[src/rtl/biriscv_irq_ctrl_pkg.sv]
// Shared definitions for the biriscv interrupt controller: register map,
// claim id width and the lowest-index claim priority encoder.
package biriscv_irq_ctrl_pkg;

    localparam int unsigned IRQ_ID_W   = 5;
    localparam int unsigned CFG_DATA_W = 32;
    localparam int unsigned CFG_ADDR_W = 8;

    // Word offsets (byte address bits [7:2]) of the register port
    typedef enum logic [5:0] {
        IRQ_PENDING = 6'h00,
        IRQ_ENABLE  = 6'h01,
        IRQ_EDGE    = 6'h02,
        IRQ_CLAIM   = 6'h03,
        IRQ_INSERV  = 6'h04
    } irq_reg_e;

    // Lowest set index plus one; zero when no candidate is present
    function automatic logic [IRQ_ID_W-1:0] irq_lowest_id(input logic [30:0] cand);
        logic [IRQ_ID_W-1:0] id;
        id = '0;
        for (int i = 30; i >= 0; i--) begin
            if (cand[i]) begin
                id = IRQ_ID_W'(i + 1);
            end
        end
        return id;
    endfunction

endpackage

[src/rtl/biriscv_irq_sync.sv]
// Per-source synchroniser: SYNC_STAGES flops, a delayed copy of the last
// stage, and the rising-edge strobe derived from the two.
module biriscv_irq_sync
    import biriscv_irq_ctrl_pkg::*;
#(
    parameter int unsigned SYNC_STAGES = 2
) (
    input  logic i_clk,
    input  logic i_rst,
    input  logic i_irq,
    output logic o_sync,
    output logic o_rise_c
);

    logic [SYNC_STAGES-1:0] r_sync;
    logic                   r_prev;

    always_ff @(posedge i_clk or posedge i_rst) begin
        if (i_rst) begin
            r_sync <= '0;
            r_prev <= 1'b0;
        end else begin
            r_sync <= {r_sync[SYNC_STAGES-2:0], i_irq};
            r_prev <= r_sync[SYNC_STAGES-1];
        end
    end

    assign o_sync   = r_sync[SYNC_STAGES-1];
    assign o_rise_c = r_sync[SYNC_STAGES-1] & ~r_prev;

endmodule

[src/rtl/biriscv_irq_ctrl.sv]
// Interrupt controller for the CSR unit's external interrupt input: pending
// capture, claim/complete register port and the registered intr_o level.
module biriscv_irq_ctrl
    import biriscv_irq_ctrl_pkg::*;
#(
    parameter int unsigned NUM_SRC     = 16,
    parameter int unsigned SYNC_STAGES = 2
) (
    input  logic                  clk_i,
    input  logic                  rst_i,
    input  logic [NUM_SRC-1:0]    irq_src_i,
    input  logic                  cfg_req_i,
    input  logic                  cfg_wr_i,
    input  logic [CFG_ADDR_W-1:0] cfg_addr_i,
    input  logic [CFG_DATA_W-1:0] cfg_wdata_i,
    output logic                  cfg_ack_o,
    output logic [CFG_DATA_W-1:0] cfg_rdata_o,
    output logic                  intr_o
);

    logic [NUM_SRC-1:0]    w_sync;
    logic [NUM_SRC-1:0]    w_rise;
    logic [NUM_SRC-1:0]    r_pend;
    logic [NUM_SRC-1:0]    r_enable;
    logic [NUM_SRC-1:0]    r_edge;
    logic [NUM_SRC-1:0]    r_inserv;
    logic [NUM_SRC-1:0]    w_cand;
    logic [NUM_SRC-1:0]    w_claim_set;
    logic [NUM_SRC-1:0]    w_cmpl_clr;
    logic [NUM_SRC-1:0]    w_pend_nxt;
    logic [NUM_SRC-1:0]    w_inserv_nxt;
    logic [IRQ_ID_W-1:0]   w_claim_id;
    logic [5:0]            w_reg;
    logic                  w_rd;
    logic                  w_wr;
    logic                  w_claim_rd;
    logic                  w_cmpl_wr;
    logic [CFG_DATA_W-1:0] w_rdata;
    logic                  w_unused;

    for (genvar k = 0; k < NUM_SRC; k++) begin : g_sync
        biriscv_irq_sync #(
            .SYNC_STAGES (SYNC_STAGES)
        ) u_sync (
            .i_clk    (clk_i),
            .i_rst    (rst_i),
            .i_irq    (irq_src_i[k]),
            .o_sync   (w_sync[k]),
            .o_rise_c (w_rise[k])
        );
    end

    assign w_unused   = ^cfg_addr_i[1:0];
    assign w_reg      = cfg_addr_i[7:2];
    assign w_rd       = cfg_req_i & ~cfg_wr_i;
    assign w_wr       = cfg_req_i & cfg_wr_i;
    assign w_cand     = r_pend & r_enable & ~r_inserv;
    assign w_claim_id = irq_lowest_id(31'(w_cand));
    assign w_claim_rd = w_rd && (w_reg == IRQ_CLAIM);
    assign w_cmpl_wr  = w_wr && (w_reg == IRQ_CLAIM);

    // Pending / in-service update; an edge-mode rise beats a same-cycle claim
    always_comb begin
        w_claim_set  = '0;
        w_cmpl_clr   = '0;
        w_pend_nxt   = '0;
        for (int k = 0; k < NUM_SRC; k++) begin
            w_claim_set[k] = w_claim_rd && (w_claim_id == IRQ_ID_W'(k + 1));
            w_cmpl_clr[k]  = w_cmpl_wr && (cfg_wdata_i == CFG_DATA_W'(k + 1)) && r_inserv[k];
            if (r_edge[k]) begin
                w_pend_nxt[k] = (r_pend[k] & ~w_claim_set[k]) | w_rise[k];
            end else begin
                w_pend_nxt[k] = w_sync[k] & ~r_inserv[k] & ~w_claim_set[k];
            end
        end
        w_inserv_nxt = (r_inserv | w_claim_set) & ~w_cmpl_clr;
    end

    always_comb begin
        w_rdata = '0;
        case (w_reg)
            IRQ_PENDING: w_rdata = CFG_DATA_W'(r_pend);
            IRQ_ENABLE:  w_rdata = CFG_DATA_W'(r_enable);
            IRQ_EDGE:    w_rdata = CFG_DATA_W'(r_edge);
            IRQ_CLAIM:   w_rdata = CFG_DATA_W'(w_claim_id);
            IRQ_INSERV:  w_rdata = CFG_DATA_W'(r_inserv);
            default:     w_rdata = '0;
        endcase
    end

    always_ff @(posedge clk_i or posedge rst_i) begin
        if (rst_i) begin
            r_pend      <= '0;
            r_enable    <= '0;
            r_edge      <= '0;
            r_inserv    <= '0;
            cfg_ack_o   <= 1'b0;
            cfg_rdata_o <= '0;
            intr_o      <= 1'b0;
        end else begin
            r_pend   <= w_pend_nxt;
            r_inserv <= w_inserv_nxt;
            if (w_wr && (w_reg == IRQ_ENABLE)) begin
                r_enable <= cfg_wdata_i[NUM_SRC-1:0];
            end
            if (w_wr && (w_reg == IRQ_EDGE)) begin
                r_edge <= cfg_wdata_i[NUM_SRC-1:0];
            end
            cfg_ack_o   <= cfg_req_i;
            cfg_rdata_o <= w_rd ? w_rdata : '0;
            intr_o      <= |w_cand;
        end
    end

endmodule
[config.mk]
export PLATFORM = sky130hd
export DESIGN_NAME = biriscv_irq_ctrl
export DESIGN_NICKNAME = d
export VERILOG_FILES = /design/src/rtl/biriscv_irq_ctrl_pkg.sv /design/src/rtl/biriscv_irq_sync.sv /design/src/rtl/biriscv_irq_ctrl.sv
export SDC_FILE = /design/constraint.sdc
export NUM_CORES = 1
export LEC_CHECK = 0
export ABC_AREA = 1
export CAP_MARGIN = 10
export CORE_UTILIZATION = 57
export DETAILED_ROUTE_END_ITERATION = 8
export GPL_ROUTABILITY_DRIVEN = 0
export PLACE_DENSITY_LB_ADDON = 0.25
export SETUP_SLACK_MARGIN = 0.1
export SLEW_MARGIN = 20
export SYNTH_ARGS = -nofsm -noshare
export SYNTH_HDL_FRONTEND = slang
export SYNTH_SLANG_ARGS = --single-unit
[constraint.sdc]
create_clock -name clk_i -period 8.25 [get_ports clk_i]
set_input_delay 2.475 -clock clk_i [delete_from_list [all_inputs] [get_ports clk_i]]
set_output_delay 2.475 -clock clk_i [all_outputs]
set_load 0.005 [all_outputs]
==> qor.csv <==
stage,metric,value,unit
cts,maximum clock insertion buffer count,2,
timing,pin slew with the least headroom to its limit,1.11,ns
finish,Synth-to-Final Area Change,25.8,%
cts,number of clock sinks,130,
placed_design,HPWL after detailed placement,9350,µm
critical_path,critical setup path kind,in -> reg,
timing,Relative slew margins,25.7,%
floorplan,Die Width,102,µm
cts,TritonCTS clock tree,built,
synth,top-count cell post-synth,sky130_fd_sc_hd__nand2_1,
timing,Max Fclk,212,MHz
critical_path,"slowest stage cell, crit path",sky130_fd_sc_hd__nor3_4,
synth,leading cell types by count after synthesis,"sky130_fd_sc_hd__nand2_1, sky130_fd_sc_hd__dfrtp_1, sky130_fd_sc_hd__inv_1",
cts,number of buffers inserted for hold repair after clock tree synthesis,0,
synth,cells taking the most area after synthesis,"sky130_fd_sc_hd__dfrtp_1, sky130_fd_sc_hd__nand2_1, sky130_fd_sc_hd__inv_1",
placed_design,"number of placed instances, taps included",833,
critical_path,critical path's top delay family,simple AND/OR/NAND/NOR gates,
synth,Cells after Synth,635,
global_route,GR Overflow Total,0,
global_route,largest net degree at the start of global routing,76,
finish,final net count,779,
finish,number of fill cells,710,
floorplan,area inside the core boundary,0.00977,mm²
power_and_ir_drop,Total Power Consumption,1.59,mW
timing,clock skew after layout,0.00370,ns
global_route,initial antenna violation count,0,
floorplan,number of standard-cell rows in the floorplan,36,
synth,warning count from the yosys run,0,
floorplan,starting utilization of the core area,58.7,%
routing,overall via count from detail_route,4870,
critical_path,Critical Path Start Type,input port,
timing,setup repair after global routing missed its margin,no,
synth,portion of synthesized cell area occupied by the leading cell type,56.7,%
cts,Max H-tree Level,4,
timing,count of final setup violators,0,
critical_path,sequence of cells on the critical path,clkdlybuf4s50_1 -> nor2_1 -> inv_2 -> nor3_2 -> inv_1 -> nor3_4 -> nand2_2 -> o21ai_0,
finish,ratio of cells with drive above 1 in the final layout,8.88,%
critical_path,required time at the endpoint of the critical path,8.67,ns
hold_path,Hold Crit Class,reg -> reg,
cts,number of buffers added for setup after CTS,0,
routing,ratio of routed vias to standard cells,5.63,
synth,commonest register cell after synthesis,sky130_fd_sc_hd__dfrtp_1,
synth,"Seq/Total Area, Yosys",56.7,%
timing,Final Hold Viols,0,
cts,CTS Buf Count,17,
synth,synthesized area per cell,9.04,µm²
timing,Setup TNS Final,0,ns
routing,total iterations of the first detailed-routing run,5,
synth,Post-synth ARST share,100,%
critical_path,biggest cell delay along the critical path,0.71,ns
global_route,wire length of the first global-routing pass,22500,µm
routing,WL per Instance,16.5,µm
synth,number of synthesized flops with an enable pin,0,
global_route,via count of the first global-routing pass,4625,
floorplan,Total Die Area,0.0105,mm²
placed_design,count of input and output buffers,75,
cts,clock latency on the worst-skew pair,0.53,ns
critical_path,data arrival time of the critical path,5.15,ns
timing,hold slack,0.348,ns
finish,Final Non-Filler Cells,865,
timing,fraction of the cycle the final worst path needs,57.3,%
cts,CTS-repair resized insts,0,
floorplan,num ports,94,
synth,number of flip-flops and latches in the synthesized netlist,130,
run,max-capacitance violation count,0,
finish,Antenna diodes,0,
floorplan,floorplan die height,102,µm
outcome,run status,finished clean,
routing,number of violations reported at the end of detailed-routing iteration 0,492,
global_route,total routing resource utilization after global routing,29.3,%
cts,clock root buffer,sky130_fd_sc_hd__clkbuf_8,
routing,drc violations,0,
critical_path,critical path capture point type,flop,
routing,count of nets left with antenna violations after detail routing,0,
timing,fin. max-slew vios,0,
timing,final critical delay including setup and external delays,4.73,ns
synth,count of distinct cell types in the synthesized netlist,36,
synth,biggest area consumer among synthesized cells,sky130_fd_sc_hd__dfrtp_1,
cts,clock transition time at the flip-flop clock pins of the worst setup and hold paths,0.06,ns
critical_path,number of buffers and inverters on the critical path,3,
synth,Post-Synthesis Cell Area,0.00574,mm²
power_and_ir_drop,Leakage,3.41,nW
routing,DRT Wirelength,14300,µm
critical_path,top fanout value on the critical path,32,
power_and_ir_drop,Max rail drop VDD,0.162,mV
power_and_ir_drop,ratio of total power to cell area,220,mW/mm²
[cells by family (layout without fill, tap and decap cells)]
kind of cell           after synthesis  after routing  synth area share, %
and+or+nand+nor                    271            271                 22.7
other                                1             16               0.0654
DFF                                130            130                 56.7
buffers and inverters              134            216                 10.1
AOI/OAI and AO/OA                   99             99                 10.5
[registers in the layout (all words and copies together), names as in the netlist]
signal	flops
g_sync.u_sync.r_sync	32
cfg_rdata_o	16
g_sync.u_sync.r_prev	16
r_edge	16
r_enable	16
r_inserv	16
r_pend	16
cfg_ack_o	1
intr_o	1
[final timing paths]
kind	from	endpoint	cells after the start	slack, ns
worst max-delay path	cfg_addr_i[7]	r_edge[3]	8	3.52
worst min-delay path	g_sync[14].u_sync.r_sync[0]	g_sync[14].u_sync.r_sync[1]	0	0.35
worst max register to register	r_enable[0]	r_pend[9]	12	5.97
worst min register to register	g_sync[14].u_sync.r_sync[0]	g_sync[14].u_sync.r_sync[1]	0	0.35
max in group asynchronous	rst_i	r_edge[11]	3	4.48
min in group asynchronous	rst_i	cfg_rdata_o[10]	2	2.41
[worst register-to-register path, stage by stage, from the launching register on]
cell and delay [ns]:
sky130_fd_sc_hd__dfrtp_1 0.38, sky130_fd_sc_hd__inv_1 0.12, sky130_fd_sc_hd__nor3_4 0.07, sky130_fd_sc_hd__inv_1 0.34, sky130_fd_sc_hd__nand2_1 0.15, sky130_fd_sc_hd__nor2_2 0.25
sky130_fd_sc_hd__nand3_1 0.14, sky130_fd_sc_hd__nor2_2 0.18, sky130_fd_sc_hd__nand4_1 0.23, sky130_fd_sc_hd__nand2_1 0.13, sky130_fd_sc_hd__nand2_1 0.06, sky130_fd_sc_hd__nand2_1 0.05
sky130_fd_sc_hd__nand2_1 0.06
[cell usage in the layout, fill, tap and decap left out, types with 14 or more instances in the layout]
| cell | n |
|---|---|
| sky130_fd_sc_hd__clkbuf_16 | 16 |
| sky130_fd_sc_hd__o21ai_0 | 42 |
| sky130_fd_sc_hd__nor2_1 | 28 |
| sky130_fd_sc_hd__a21oi_1 | 21 |
| sky130_fd_sc_hd__nand3_1 | 22 |
| sky130_fd_sc_hd__inv_1 | 100 |
| sky130_fd_sc_hd__clkdlybuf4s50_1 | 75 |
| sky130_fd_sc_hd__nand4_1 | 26 |
| sky130_fd_sc_hd__dfrtp_1 | 130 |
| sky130_fd_sc_hd__conb_1 | 16 |
| sky130_fd_sc_hd__nor4_1 | 14 |
| sky130_fd_sc_hd__nand2_1 | 148 |
[area by class of cell]
type | instances | area (µm²) | share of cell area (%)
Clock buffer | 19 | 442 | 6.12
Clock inverter | 13 | 206 | 2.86
Inverter | 106 | 400 | 5.55
Multi-Input combinational cell | 386 | 1980 | 27.4
Sequential cell | 130 | 3250 | 45.1
Tap cell | 133 | 166 | 2.31
Timing Repair Buffer | 78 | 773 | 10.7
[metal layers]
| layer | track usage (%) | wire length (µm) | part of all wire, % |
|---|---|---|---|
| met1 | 37.3 | 5750 | 40 |
| met2 | 47.1 | 6820 | 48 |
| met3 | 7.59 | 1310 | 9.1 |
| met4 | 13.6 | 429 | 3.0 |
| met5 | 0 | 0 | 0 |
[where the power goes]
| group | switching, mW | total [mW] | internal (mW) |
|---|---|---|---|
| logic | 0.0483 | 0.0864 | 0.0381 |
| registers | 0.0199 | 0.685 | 0.665 |
| clock network | 0.277 | 0.814 | 0.537 |
[through the flow]
stage / worst slack [ns] / instance area, µm² / utilization [%]
2_1_floorplan: 2.31 / 5790 / -
3_3_place_gp: 2.87 / 6560 / 67.1
3_5_place_dp: 2.73 / 6560 / 67.1
4_1_cts: 3.16 / 7210 / 73.7
5_1_grt: 3.35 / 7220 / 73.8
6_report: 3.52 / 7220 / 73.8
Power figures use the tool's default switching activity.
